## src/rtl/fetch_stage_if.sv

```systemverilog
// rtl/fetch_stage_if.sv - fetch stage bus: imem port, redirect input, IF/ID register and status
interface fetch_stage_if #(
  parameter int N  = 64,
  parameter int AW = 6
);
  logic [AW-1:0] imem_addr;
  logic [31:0]   imem_q;
  logic          br_taken;
  logic [N-1:0]  br_target;
  logic [31:0]   instr_d;
  logic [N-1:0]  pc_d;
  logic          valid_d;
  logic          ready_d;
  logic          halted;
  logic          fault;
  logic [31:0]   fetch_cnt;

  modport master (
    output imem_addr, instr_d, pc_d, valid_d, halted, fault, fetch_cnt,
    input  imem_q, br_taken, br_target, ready_d
  );

  modport slave (
    input  imem_addr, instr_d, pc_d, valid_d, halted, fault, fetch_cnt,
    output imem_q, br_taken, br_target, ready_d
  );
endinterface

```

## src/rtl/fetch_stage.sv

```systemverilog
// rtl/fetch_stage.sv - instruction fetch with IF/ID register, redirect, halt-on-zero and fault FSM
module fetch_stage #(
  parameter int N            = 64,
  parameter int AW           = 6,
  parameter int HALT_ON_ZERO = 1
) (
  input  logic          clk,
  input  logic          reset_n,
  fetch_stage_if.master bus
);

  localparam logic [1:0] S_RUN   = 2'd0;
  localparam logic [1:0] S_HALT  = 2'd1;
  localparam logic [1:0] S_FAULT = 2'd2;

  logic [1:0]   state_q, state_d;
  logic [N-1:0] pc_q, pc_d;
  logic [31:0]  ifid_instr_q, ifid_instr_d;
  logic [N-1:0] ifid_pc_q, ifid_pc_d;
  logic         ifid_valid_q, ifid_valid_d;
  logic [31:0]  cnt_q, cnt_d;

  logic pc_ok;
  logic issue;
  logic zero_word;

  // Anything above the instruction-memory window is an out-of-range fetch.
  assign pc_ok     = (pc_q[N-1:AW+2] == '0);
  assign issue     = (state_q == S_RUN) && !bus.br_taken &&
                     (!ifid_valid_q || bus.ready_d) && pc_ok;
  assign zero_word = (HALT_ON_ZERO != 0) && (bus.imem_q == 32'd0);

  always_comb begin
    state_d      = state_q;
    pc_d         = pc_q;
    ifid_instr_d = ifid_instr_q;
    ifid_pc_d    = ifid_pc_q;
    ifid_valid_d = ifid_valid_q;
    cnt_d        = cnt_q;

    if (state_q == S_FAULT) begin
      // FAULT is terminal: pc frozen, redirects only flush the pending entry.
      if (bus.br_taken || bus.ready_d) begin
        ifid_valid_d = 1'b0;
      end
    end else if (bus.br_taken) begin
      pc_d         = bus.br_target;
      ifid_valid_d = 1'b0;
      state_d      = (bus.br_target[1:0] == 2'b00) ? S_RUN : S_FAULT;
    end else begin
      if (ifid_valid_q && bus.ready_d) begin
        ifid_valid_d = 1'b0;
      end
      if (state_q == S_RUN) begin
        if (!pc_ok) begin
          state_d = S_FAULT;
        end else if (issue) begin
          if (zero_word) begin
            state_d = S_HALT;
          end else begin
            ifid_instr_d = bus.imem_q;
            ifid_pc_d    = pc_q;
            ifid_valid_d = 1'b1;
            pc_d         = pc_q + N'(4);
            cnt_d        = cnt_q + 32'd1;
          end
        end
      end
    end
  end

  always_ff @(posedge clk or negedge reset_n) begin
    if (!reset_n) begin
      state_q      <= S_RUN;
      pc_q         <= '0;
      ifid_instr_q <= '0;
      ifid_pc_q    <= '0;
      ifid_valid_q <= 1'b0;
      cnt_q        <= '0;
    end else begin
      state_q      <= state_d;
      pc_q         <= pc_d;
      ifid_instr_q <= ifid_instr_d;
      ifid_pc_q    <= ifid_pc_d;
      ifid_valid_q <= ifid_valid_d;
      cnt_q        <= cnt_d;
    end
  end

  assign bus.imem_addr = pc_q[AW+1:2];
  assign bus.instr_d   = ifid_instr_q;
  assign bus.pc_d      = ifid_pc_q;
  assign bus.valid_d   = ifid_valid_q;
  assign bus.halted    = (state_q == S_HALT);
  assign bus.fault     = (state_q == S_FAULT);
  assign bus.fetch_cnt = cnt_q;

endmodule

```

## src/flat_wrapper.sv

```systemverilog
// flat-port wrapper written by rule: the top's interface ports become plain ports
module fetch_stage_flat 
#(
  parameter int N            = 64,
  parameter int AW           = 6,
  parameter int HALT_ON_ZERO = 1
)
  (clk, reset_n, bus_imem_addr, bus_instr_d, bus_pc_d, bus_valid_d, bus_halted, bus_fault, bus_fetch_cnt, bus_imem_q, bus_br_taken, bus_br_target, bus_ready_d);
  fetch_stage_if #(.N(N), .AW(AW)) bus_i ();
  input  logic clk;
  input  logic reset_n;
  output wire logic [$bits(bus_i.imem_addr)-1:0] bus_imem_addr;
  output wire logic [$bits(bus_i.instr_d)-1:0] bus_instr_d;
  output wire logic [$bits(bus_i.pc_d)-1:0] bus_pc_d;
  output wire logic [$bits(bus_i.valid_d)-1:0] bus_valid_d;
  output wire logic [$bits(bus_i.halted)-1:0] bus_halted;
  output wire logic [$bits(bus_i.fault)-1:0] bus_fault;
  output wire logic [$bits(bus_i.fetch_cnt)-1:0] bus_fetch_cnt;
  input wire logic [$bits(bus_i.imem_q)-1:0] bus_imem_q;
  input wire logic [$bits(bus_i.br_taken)-1:0] bus_br_taken;
  input wire logic [$bits(bus_i.br_target)-1:0] bus_br_target;
  input wire logic [$bits(bus_i.ready_d)-1:0] bus_ready_d;
  assign bus_imem_addr = bus_i.imem_addr;
  assign bus_instr_d = bus_i.instr_d;
  assign bus_pc_d = bus_i.pc_d;
  assign bus_valid_d = bus_i.valid_d;
  assign bus_halted = bus_i.halted;
  assign bus_fault = bus_i.fault;
  assign bus_fetch_cnt = bus_i.fetch_cnt;
  assign bus_i.imem_q = bus_imem_q;
  assign bus_i.br_taken = bus_br_taken;
  assign bus_i.br_target = bus_br_target;
  assign bus_i.ready_d = bus_ready_d;
  fetch_stage #(.N(N), .AW(AW), .HALT_ON_ZERO(HALT_ON_ZERO)) u_core (.clk(clk), .reset_n(reset_n), .bus(bus_i));
endmodule
```

## config.mk

```make
export PLATFORM = sky130hd
export DESIGN_NAME = fetch_stage_flat
export DESIGN_NICKNAME = d
export VERILOG_FILES = /design/src/rtl/fetch_stage_if.sv /design/src/rtl/fetch_stage.sv /design/src/flat_wrapper.sv
export SDC_FILE = /design/constraint.sdc
export NUM_CORES = 1
export LEC_CHECK = 0
export BUFFER_PORTS_ARGS = -buffer_cell sky130_fd_sc_hd__buf_2
export CORE_MARGIN = 10
export CORE_UTILIZATION = 58
export CTS_BUF_LIST = sky130_fd_sc_hd__clkbuf_4 sky130_fd_sc_hd__clkbuf_8
export CTS_CLUSTER_DIAMETER = 80
export DETAILED_ROUTE_END_ITERATION = 10
export HOLD_SLACK_MARGIN = 0.06
export PLACE_DENSITY = 0.92
export SLEW_MARGIN = 5
export SYNTH_ARGS = -nofsm -noshare
export SYNTH_HDL_FRONTEND = slang
export SYNTH_SLANG_ARGS = --single-unit
```

## constraint.sdc

```tcl
create_clock -name clk -period 3.4 [get_ports clk]
set_input_delay 0 -clock clk [delete_from_list [all_inputs] [get_ports clk]]
set_output_delay 0 -clock clk [all_outputs]
set_load 0.01 [all_outputs]
```

Word-level counts from Yosys, hierarchy flattened
Index checks and enable logic that the tools add are counted.
{"block": "op_classes", "n_addsub": 2, "n_eq_ne": 6, "n_reduce_logical": 18, "muxes": 19, "bitwise": 3}
{"op": "two-way mux 64 bit", "count": 5}
{"op": "adder 64 x 3 -> 64 bit (second input constant)", "count": 1}
{"op": "logical NOT 56 bit", "count": 1}
{"op": "adder 32 x 1 -> 32 bit (second input constant)", "count": 1}
{"op": "logical NOT 32 bit", "count": 1}
{"op": "two-way mux 2 bit", "count": 6}
{"op": "two-way mux 1 bit", "count": 8}
{"op": "inequality test 3 bit (second input constant)", "count": 2}
{"op": "AND reduction 6 bit", "count": 1}
{"op": "nonzero test 2 bit", "count": 3}
{"op": "AND reduction 5 bit", "count": 1}
{"op": "logical AND 1 bit", "count": 4}
{"op": "logical NOT 2 bit", "count": 2}
{"op": "AND reduction 4 bit", "count": 1}
{"op": "NOT 1 bit", "count": 3}
{"op": "== test 2 x 1 -> 1 bit (second input constant)", "count": 1}
{"op": "== test 2 bit (second input constant)", "count": 1}
{"op": "logical NOT 1 bit", "count": 2}
{"op": "logical OR 1 bit", "count": 2}
{"op": "inequality test 2 x 1 -> 1 bit (second input constant)", "count": 1}
{"op": "inequality test 2 bit (second input constant)", "count": 1}
{"block": "word_totals", "word_cells": 54, "reg_bits": 195, "inputBits": 100, "out_inout_bits": 137}

Depth between registers and ports, before layout
Gate-level depths: netlist (run 1).
{"block": "logic_depth", "word_depth": 9, "mapped_depth": 9, "mapped_depth_nobuf": 7}

Least setup slack after synthesis (run 1)
OpenSTA, ideal clock, no wires.
{"block": "synth_timing", "path_type": "register to register", "from": "register u_core.pc_q[44]", "to": "register u_core.pc_q[7]", "path_stages_with_launch": 9, "n_path_buf": 2, "t_required_ns": 3.262, "setup_time_ns": 0.138, "slack_ns": 1.042, "period_less_slack_ns": 2.358, "t_arrival_ns": 2.220, "cell_sequence": "dfrtp_1 nor4_1 nand4_1 nor4_4 or4b_1 buf_6 buf_2 a32oi_1 o21ai_0"}
{"block": "synth_between", "elab_chain_cells": 4, "elab_cells_between_ends": 5, "classes_between": "reduce/logical: 5"}
{"item": "from (decl)", "line": "fetch_stage.sv:17", "text": "logic [N-1:0] pc_q, pc_d;"}
{"item": "from (signal assigned)", "line": "fetch_stage.sv:82", "text": "pc_q <= pc_d;"}
{"item": "logical NOT 56 bit (*)", "line": "fetch_stage.sv:28", "text": "assign pc_ok = (pc_q[N-1:AW+2] == '0);"}
{"item": "logical AND 1 bit", "line": "fetch_stage.sv:30", "text": "(!ifid_valid_q || bus.ready_d) && pc_ok;"}
{"item": "nonzero test 2 bit (no source line)"}
{"item": "AND reduction 5 bit (no source line) (*)"}
Every way passes the cells marked *; elsewhere a longest branch is shown, timed or not.
A chain may end at the register's enable or synchronous reset.

Worst setup path in the final report (run 1)
{"block": "layout_timing", "from": "register u_core.pc_q[14]", "to": "register u_core.cnt_q[21] (netlist: u_core.bus.fetch_cnt[21])"}
{"block": "layout_between", "elab_chain_cells": 3}
{"item": "logical NOT 56 bit (*)", "line": "fetch_stage.sv:28"}
{"item": "logical AND 1 bit", "line": "fetch_stage.sv:30"}
{"item": "AND reduction 6 bit (no source line) (*)"}
{"item": "to (signal assigned)", "line": "fetch_stage.sv:86", "text": "cnt_q <= cnt_d;"}
{"item": "to (decl)", "line": "fetch_stage.sv:21", "text": "logic [31:0] cnt_q, cnt_d;"}
Marks and branches as above.

==> flow_summary.json, run 1 <==
{
  "yosysWarnings": 0,
  "worst_slew_pin_slew_ps": 852,
  "cts_max_level": 4,
  "synth.area.top_cells": "dfrtp_1, nand2_1, nor2b_1",
  "hold_viol": 0,
  "hpwl_um": 18000,
  "root_buffer": "clkbuf_8",
  "cts_setup_buffers": 0,
  "async_reset_ff_share_pct": 100,
  "core_area_um2": 14000,
  "cts_buffers": 17,
  "ctsResizeCount": 0,
  "ys_seq_area_share_pct": 58.4,
  "dr.first_iter.drc_count": 985,
  "clock_latency_ps": 490,
  "period_minus_slack_ps": 3090,
  "postLayoutCellArea_um2": 11100,
  "die_w_um": 140,
  "cap_violations": 0,
  "arrival_ps": 3490,
  "synth_edf_count": 0,
  "numPortBuffers": 236,
  "grt_first_pass_wirelength_um": 45800,
  "drc_errors": 0,
  "drive_above_1_share_pct": 25.3,
  "postCtsHoldBufs": 100,
  "vias_per_cell": 5.92,
  "grt_usage_pct": 29.2,
  "area_growth_pct": 32.9,
  "worst_r2r_path_depth": 7,
  "ioPinCount": 237,
  "r2r_end": "u_core.bus.fetch_cnt[21]",
  "nets": 1275,
  "maxSlewViolCount": 0,
  "routedWlPerCell_um": 21.0,
  "critPathKind": "reg2reg",
  "cp_slowest_stage_delay_ps": 660,
  "die_h_um": 140,
  "dpl-instance-area_um2": 9700,
  "cts_tree": "yes",
  "yosysTopAreaCellShare_pct": 58.4,
  "rsz0062_at_grt": "false",
  "setup_viol": 0,
  "gp_congestion": 0.974,
  "grt_max_degree": 109,
  "required_ps": 3810,
  "cts.sinks": 195,
  "cts.path.max_buffers": 2,
  "slowest_stage": "or4b_2",
  "r2r-start": "u_core.pc_q[14]",
  "grt_pass1_vias": 8335,
  "powerDensity_nw_per_um2": 400,
  "status": "finished clean",
  "period_share_pct": 90.8,
  "clkTransAtPathRegs_ps": 100,
  "post-route-util_pct": 79.5,
  "dieArea_um2": 19600,
  "drt_wl_total_um": 28800,
  "crit_chain": "nor4_1 -> nand4_1 -> nor4_4 -> or4b_2 -> buf_4 -> nor4_2 -> xor2_1",
  "hold_class": "in2async",
  "start_kind": "flip-flop",
  "route.vias.total": 8101,
  "antenna_found_initial": 3,
  "relSlewSlack_pct": 43.2,
  "max_freq_mhz": 324,
  "synthCells": 848,
  "synth_area_um2": 8360,
  "synthesis.nets": 950,
  "ys_types": 49,
  "r2r_slack_ps": 310,
  "p_leak_nw": 5.88,
  "worstSetupEndpointType": "flip-flop",
  "start_util_pct": 59.8,
  "synthFlopType": "dfrtp_1",
  "syn_avg_cell_area_um2": 9.86,
  "globalRouteOverflowTotal": 0,
  "postRouteAntennaNets": 0,
  "peakVddDrop_uv": 270,
  "yosysTopAreaCell": "dfrtp_1",
  "fin_skew_ps": 13.0,
  "critPathMaxFanout": 42,
  "fin_setup_tns_ps": 0,
  "drt_pass1_iterations": 5,
  "synth_seq_cells": 195,
  "num_rows": 43
}
[cells by family after synthesis]
family | share of synthesized area, %
multiplexers | 0.389
flip-flops | 58.4
adder cells (fa/ha/maj) | 0.299
buffers and inverters | 3.14
XOR/XNOR | 3.35
AO/OA/AOI/OAI | 6.06
AND/OR/NAND/NOR | 28.4
[worst max-delay path by stage]
| stage | from | endpoint | slack (ps) | cells after the start |
|---|---|---|---|---|
| after global routing | u_core.pc_q[14] | u_core.bus.fetch_cnt[23] | 110 | 7 |
| after global placement | u_core.pc_q[27] | u_core.bus.fetch_cnt[21] | 560 | 7 |
| after CTS | u_core.pc_q[14] | u_core.bus.fetch_cnt[12] | 430 | 7 |
| after floorplan | u_core.pc_q[44] | u_core.pc_q[7] | 1040 | 8 |
| after detailed placement | u_core.pc_q[14] | u_core.bus.fetch_cnt[12] | 450 | 7 |
| final | u_core.pc_q[14] | u_core.bus.fetch_cnt[21] | 310 | 7 |
[synthesized netlist by cell type (2+ instances only)]
| library cell | count |
|---|---|
| o41ai_1 | 2 |
| dfrtp_1 | 195 |
| nand2b_1 | 3 |
| buf_2 | 12 |
| or4_1 | 4 |
| buf_1 | 4 |
| nand4b_1 | 2 |
| a32oi_1 | 2 |
| o2bb2ai_1 | 2 |
| nor4b_2 | 2 |
| o21ai_0 | 17 |
| a31oi_1 | 3 |
| or2_2 | 2 |
| nor3_1 | 17 |
| nor2_1 | 32 |
| buf_4 | 6 |
| o22a_1 | 2 |
| clkbuf_1 | 21 |
| o221ai_1 | 6 |
| nand3_1 | 33 |
| o22ai_1 | 11 |
| xnor2_1 | 13 |
| mux2_2 | 2 |
| ha_1 | 2 |
| a22o_1 | 2 |
| and4_1 | 8 |
| nor2b_1 | 58 |
| and2_1 | 2 |
| nor4_1 | 28 |
| a21oi_1 | 22 |
| inv_1 | 13 |
| nor4_2 | 8 |
| and3_1 | 10 |
| o211ai_1 | 4 |
| nand2_1 | 237 |
| xor2_1 | 19 |
| a22oi_1 | 4 |
| nand4_1 | 27 |
[metrics by stage]
step	hold slack (ps)	setup slack [ps]	total power, mW	std cells
global placement	167	557	2.79	1234
global route	242	106	4.61	1369
finish	187	313	4.44	1369
floorplan	-296	1040	2.63	848
CTS	215	430	4.42	1366
detailed placement	170	455	2.81	1234
[report_power, final]
group	internal (mW)	switching [mW]
Clock	0.678	0.888
Sequential	2.40	0.0930
Combinational	0.189	0.192
Total	3.27	1.17
[cell usage in the layout, fill, tap and decap left out, types with 17 or more instances in the layout]
master	instances
nand2_1	237
a21oi_1	22
buf_2	235
nor2_1	31
dlygate4sd3_1	100
nand4_1	27
nor4_1	28
o21ai_0	17
nor2b_1	58
dfrtp_1	195
nor3_1	17
xor2_1	19
nand3_1	33
clkbuf_8	18
[final cells by class]
class / instances / area, um2
Fill cell: 823 / 2870
Inverter: 14 / 52.6
Multi-Input combinational cell: 595 / 3240
Sequential cell: 195 / 4880
Clock inverter: 15 / 173
Tap cell: 180 / 225
Timing Repair Buffer: 350 / 2310
Antenna cell: 3 / 7.51
Clock buffer: 17 / 234
[worst max-delay path, delay by kind of cell (launching register included)]
family,cells,cell delay [ps]
DFF,1,420
and+or+nand+nor,5,2060
xor gates and xnor gates,1,200
buffers and inverters,1,320
[sequential cells by signal, indices dropped and copies added (netlist names)]
| register | flops |
|---|---|
| u_core.bus.fetch_cnt | 32 |
| u_core.bus.instr_d | 32 |
| u_core.bus.pc_d | 64 |
| u_core.bus.valid_d | 1 |
| u_core.pc_q | 64 |
| u_core.state_q | 2 |
[metal layers]
layer	vias up	global-route usage [%]	part of all wire, %
met2	623	47.0	48
li1	3545	-	-
met3	146	8.45	11
met1	3787	34.0	35
met5	-	0	0
met4	0	17.1	5.6
(Power assumes the default switching activity.)
==> run 2, diff against run 1 <==
--- a/config.mk
+++ b/config.mk
@@ -6,6 +6,7 @@
 export NUM_CORES = 1
 export LEC_CHECK = 0
 export BUFFER_PORTS_ARGS = -buffer_cell sky130_fd_sc_hd__buf_2
+export CORE_ASPECT_RATIO = 1.5
 export CORE_MARGIN = 10
 export CORE_UTILIZATION = 58
 export CTS_BUF_LIST = sky130_fd_sc_hd__clkbuf_4 sky130_fd_sc_hd__clkbuf_8
@@ -13,7 +14,7 @@
 export DETAILED_ROUTE_END_ITERATION = 10
 export HOLD_SLACK_MARGIN = 0.06
 export PLACE_DENSITY = 0.92
-export SLEW_MARGIN = 5
+export SLEW_MARGIN = 10
 export SYNTH_ARGS = -nofsm -noshare
 export SYNTH_HDL_FRONTEND = slang
 export SYNTH_SLANG_ARGS = --single-unit
==> run 2 against run 1 <==
Compared with the run above: core utilization decreased by 0.16 points; design area increased by 0.29%; non-clock buffer count decreased by 1; clock skew increased by 3.2 ps; critical path type unchanged.
==> flow_summary.json, run 2 (synthesis results as in run 1) <==
{
  "holdPathEnd": "u_core.bus.valid_d",
  "cts.sinks": 195,
  "fin_setup_tns_ps": 0,
  "r2r_slack_ps": 120,
  "finalPower_mw": 4.49,
  "internal_power_mw": 3.30,
  "required_ps": 3700,
  "setup_viol": 0,
  "start_util_pct": 59.5,
  "final_common_cell": "nand2_1",
  "swShare_pct": 26.4,
  "dr.first_iter.drc_count": 798,
  "cap_violations": 0,
  "comb_power_share_pct": 8.7,
  "hold_class": "in2reg",
  "numPortBuffers": 236,
  "critPathKind": "reg2reg",
  "ioPinCount": 237,
  "ctsResizeCount": 0,
  "post-route-util_pct": 79.3,
  "min_from": "bus_br_taken",
  "grt_pass1_vias": 8269,
  "die_h_um": 167,
  "final_cell_mix": "nand2_1, buf_2, dfrtp_1, dlygate4sd3_1, nor2b_1",
  "maxSlewViolCount": 0,
  "worst_slew_pin_slew_ps": 834,
  "period_minus_slack_ps": 3280,
  "r2r_end": "u_core.pc_q[52]",
  "area_growth_pct": 33.3,
  "dieArea_um2": 19700,
  "r2r-start": "u_core.pc_q[44]",
  "die_w_um": 118,
  "seq_power_share_pct": 55.8,
  "hpwl_um": 17800,
  "worstSetupEndpointType": "flip-flop",
  "root_buffer": "clkbuf_8",
  "core_area_um2": 14100,
  "p_leak_nw": 5.89,
  "rsz0062_at_grt": "false",
  "slowest_stage": "or4b_2",
  "gp_congestion": 0.886,
  "globalRouteOverflowTotal": 0,
  "cts_max_level": 4,
  "routedWlPerCell_um": 20.5,
  "drc_errors": 0,
  "status": "finished clean",
  "post-place-ws_ps": 279,
  "relSlewSlack_pct": 43.9,
  "cts.path.max_buffers": 2,
  "cts_tree": "yes",
  "arrival_ps": 3580,
  "worst_r2r_path_depth": 6,
  "postRouteAntennaNets": 0,
  "cts_buffers": 17,
  "powerDensity_nw_per_um2": 402,
  "peakVddDrop_uv": 332,
  "multi_input_area_um2": 3240,
  "fill_cells": 859,
  "grt_max_degree": 106,
  "route.vias.total": 8080,
  "layout_setup_ws_ps": 122,
  "period_share_pct": 96.4,
  "hold_viol": 0,
  "grt_usage_pct": 28.4,
  "pwr-share-clk_pct": 35.6,
  "path_buf_inv": 0,
  "cp_slowest_stage_delay_ps": 950,
  "vias_per_cell": 5.86,
  "drive_above_1_share_pct": 25.3,
  "drt_pass1_iterations": 6,
  "final-seq-area_um2": 4880,
  "start_kind": "flip-flop",
  "nets": 1274,
  "num_rows": 53,
  "grt_first_pass_wirelength_um": 44900,
  "crit_chain": "nor4_1 -> nand4_1 -> nor4_4 -> or4b_2 -> nand2_2 -> a31oi_1",
  "holdPathStages": 3,
  "clkTransAtPathRegs_ps": 110,
  "antenna_found_initial": 1,
  "path_delay_family": "simple AND/OR/NAND/NOR gates",
  "switchingPower_mw": 1.18,
  "clock_latency_ps": 470,
  "drt_wl_total_um": 28300,
  "fin_skew_ps": 16.2,
  "max_freq_mhz": 305,
  "critPathMaxFanout": 24
}
run 2: cell count changes in the layout (fill, tap and decap cells not counted):
cell	change
inv_6	-3
clkbuf_4	+1
dlygate4sd3_1	-1
buf_12	+1
clkbuf_8	+1
buf_4	-1
clkinvlp_4	-1
inv_8	+1
clkinv_2	-2
clkinv_4	+3
run 2: per-layer routing:
layer | part of all wire (%) | vias to the layer above | global-route usage [%]
met4 | 6.1 | 0 | 17.4
li1 | - | 3543 | -
met5 | 0 | - | 0
met2 | 52 | 545 | 49.3
met3 | 8.5 | 146 | 7.61
met1 | 34 | 3846 | 30.1
run 2: metrics by stage:
stage / cell area [um2] / hold slack [ps] / cells
after CTS: 11100 / 61.3 / 1377
after global routing: 11100 / 112 / 1378
after floorplan: 8360 / -296 / 848
after global placement: 9730 / 147 / 1246
after detailed placement: 9730 / 153 / 1246
final: 11100 / 101 / 1380
run 2: worst max path at each step:
stage,startpoint,endpoint,cells after the start
3_3_place_gp,u_core.pc_q[44],u_core.bus.instr_d[3],8
6_report,u_core.pc_q[44],u_core.pc_q[52],6
4_1_cts,u_core.pc_q[44],u_core.bus.instr_d[15],8
5_1_grt,u_core.pc_q[44],u_core.pc_q[52],6
2_1_floorplan,u_core.pc_q[44],u_core.pc_q[7],8
3_5_place_dp,u_core.pc_q[44],u_core.bus.instr_d[4],8
run 2: layout make-up:
cell class / count / area share, %
tap: 192 / 2.15
timing repair buffer: 349 / 20.7
sequential: 195 / 43.8
multi-input combinational: 595 / 29.0
antenna: 3 / 0.0673
clock inverter: 13 / 1.49
clock buffer: 19 / 2.29
inverter: 14 / 0.471
run 2: power groups by stage:
stage | Sequential (mW) | Combinational [mW] | Clock, mW
floorplan | 2.50 | 0.130 | 0
global placement | 2.52 | 0.267 | 0
detailed placement | 2.53 | 0.276 | 0
CTS | 2.49 | 0.368 | 1.60
global route | 2.51 | 0.425 | 1.70
finish | 2.50 | 0.389 | 1.59
run 2: worst reg2reg max path: cells and delay by family, from the launching register on:
kind | cells | cell delay (ps)
AOI/OAI and AO/OA | 1 | 230
and+or+nand+nor | 5 | 2450
DFF | 1 | 440
run 2: what timing repair did:
action                    CTS  global route
setup buffers               0             0
hold buffers               99             0
hold endpoints to repair  202             0
==> run 3, diff against run 2 <==
--- a/config.mk
+++ b/config.mk
@@ -14,6 +14,7 @@
 export DETAILED_ROUTE_END_ITERATION = 10
 export HOLD_SLACK_MARGIN = 0.06
 export PLACE_DENSITY = 0.92
+export RECOVER_POWER = 50
 export SLEW_MARGIN = 10
 export SYNTH_ARGS = -nofsm -noshare
 export SYNTH_HDL_FRONTEND = slang
==> run 3 against run 2 <==
Compared with the run above: the run now ends with max-capacitance violations, max-slew violations left; global-route usage did not move; total power rose by 0.14%; combinational power barely moved; sequential share of layout area rose by 0.70 points; setup slack improved by 4.1 ps; critical path depth did not move; count of clock-buffer cells in the layout did not move; flip-flop and latch count did not move; non-clock buffer count did not move; core utilization fell by 1.2 points; clock power barely moved; first-iteration DRC count rose by 3.6%; largest cell class unchanged; largest power group unchanged.
==> flow_summary.json, run 3 (synthesis results as in run 1) <==
{
  "num_rows": 53,
  "routedWlPerCell_um": 20.6,
  "path_buf_inv": 0,
  "die_w_um": 118,
  "worst_r2r_path_depth": 6,
  "rsz0062_at_grt": "false",
  "final_common_cell": "nand2_1",
  "critPathMaxFanout": 24,
  "clkTransAtPathRegs_ps": 110,
  "cts_buffers": 17,
  "dieArea_um2": 19700,
  "hpwl_um": 17800,
  "worst_slew_pin_slew_ps": 2520,
  "relSlewSlack_pct": -68.3,
  "hold_viol": 0,
  "crit_chain": "nor4_1 -> nand4_1 -> nor4_4 -> or4b_2 -> nand2_2 -> a31oi_1",
  "dr.first_iter.drc_count": 827,
  "r2r_slack_ps": 130,
  "die_h_um": 167,
  "period_share_pct": 96.3,
  "cts_max_level": 4,
  "required_ps": 3700,
  "grt_max_degree": 106,
  "fin_setup_tns_ps": 0,
  "critPathKind": "reg2reg",
  "powerDensity_nw_per_um2": 409,
  "vias_per_cell": 5.89,
  "drive_above_1_share_pct": 14.1,
  "ioPinCount": 237,
  "start_util_pct": 59.5,
  "arrival_ps": 3580,
  "dpl-instance-area_um2": 9730,
  "hold_class": "in2reg",
  "peakVddDrop_uv": 334,
  "cts.sinks": 195,
  "holdPathEnd": "u_core.bus.valid_d",
  "cts_setup_buffers": 0,
  "whs_ps": 97.8,
  "slowest_stage": "or4b_2",
  "min_from": "bus_br_taken",
  "drt_wl_total_um": 28400,
  "postRouteAntennaNets": 0,
  "clock_latency_ps": 480,
  "cap_violations": 1,
  "worstSetupEndpointType": "flip-flop",
  "numPortBuffers": 236,
  "route.vias.total": 8134,
  "grt_pass1_vias": 8269,
  "violations": "max-capacitance violations, max-slew violations",
  "max_freq_mhz": 305,
  "root_buffer": "clkbuf_8",
  "path_delay_family": "simple AND/OR/NAND/NOR gates",
  "postLayoutCellArea_um2": 11000,
  "nets": 1274,
  "cp_slowest_stage_delay_ps": 940,
  "setup_viol": 0,
  "start_kind": "flip-flop",
  "cts.path.max_buffers": 2,
  "drt_pass1_iterations": 6,
  "r2r_end": "u_core.pc_q[52]",
  "globalRouteOverflowTotal": 0,
  "drc_errors": 0,
  "grt_usage_pct": 28.4,
  "r2r-start": "u_core.pc_q[44]",
  "final_cell_mix": "nand2_1, dfrtp_1, clkbuf_1, buf_2, dlygate4sd3_1",
  "area_growth_pct": 31.2,
  "core_area_um2": 14100,
  "p_leak_nw": 5.31,
  "antenna_found_initial": 1,
  "period_minus_slack_ps": 3270,
  "cts_tree": "yes",
  "fin_skew_ps": 21.0,
  "startpoint": "u_core.pc_q[44]",
  "ctsResizeCount": 0,
  "gp_congestion": 0.886,
  "holdPathStages": 3,
  "maxSlewViolCount": 105,
  "status": "complete, but fails checks",
  "grt_first_pass_wirelength_um": 44900
}
==> run 3: cell count changes in the layout (fill, tap and decap cells not counted) <==
cell,change
clkbuf_1,+133
clkbuf_2,+1
buf_2,-133
clkbuf_8,-1
==> run 3: worst min-delay path: cells and delay by family <==
family	cells	cell delay, ps
buf+inv	2	370
simple gates	1	140
==> run 3: what timing repair did <==
action,CTS,global route
setup endpoints to repair,0,0
hold endpoints to repair,202,0
hold buffers,99,0
==> run 3: final cells by class <==
cell class                 instances  area [um2]
inverter                          14        52.6
clock inverter                    13         166
sequential                       195        4880
clock buffer                      19         255
fill                             945        3090
tap                              192         240
multi-input combinational        595        3240
antenna                            3        7.51
timing repair buffer             349        2140
==> run 3: metrics by stage <==
step	std cells	setup slack [ps]	util [%]	total power, mW
after global routing	1378	32.8	78.0	4.63
final	1380	126	78.1	4.49
after global placement	1246	399	69.2	2.79
after CTS	1377	256	79.2	4.46
after floorplan	848	1040	-	2.63
after detailed placement	1246	279	69.2	2.81
==> run 3: worst max-delay path by stage <==
stage / to / slack, ps / depth (start not counted)
floorplan: u_core.pc_q[7] / 1040 / 8
global placement: u_core.bus.instr_d[3] / 400 / 8
detailed placement: u_core.bus.instr_d[4] / 280 / 8
CTS: u_core.bus.instr_d[15] / 260 / 8
global route: u_core.pc_q[52] / 30 / 6
finish: u_core.pc_q[52] / 130 / 6
==> run 3: routing by layer <==
metal | vias to the layer above | global-route usage, % | routed length [um]
met4 | 0 | 17.4 | 1840
met2 | 566 | 49.3 | 14500
met1 | 3872 | 30.1 | 9670
met3 | 151 | 7.61 | 2420
met5 | - | 0 | 0
li1 | 3545 | - | -
==> run 3: report_power, final <==
group	total, mW	switching [mW]	leakage (nW)	internal (mW)
clock network	1.60	0.891	0.210	0.712
registers	2.50	0.0999	2.57	2.40
logic	0.388	0.201	2.53	0.187
total	4.49	1.19	5.31	3.30
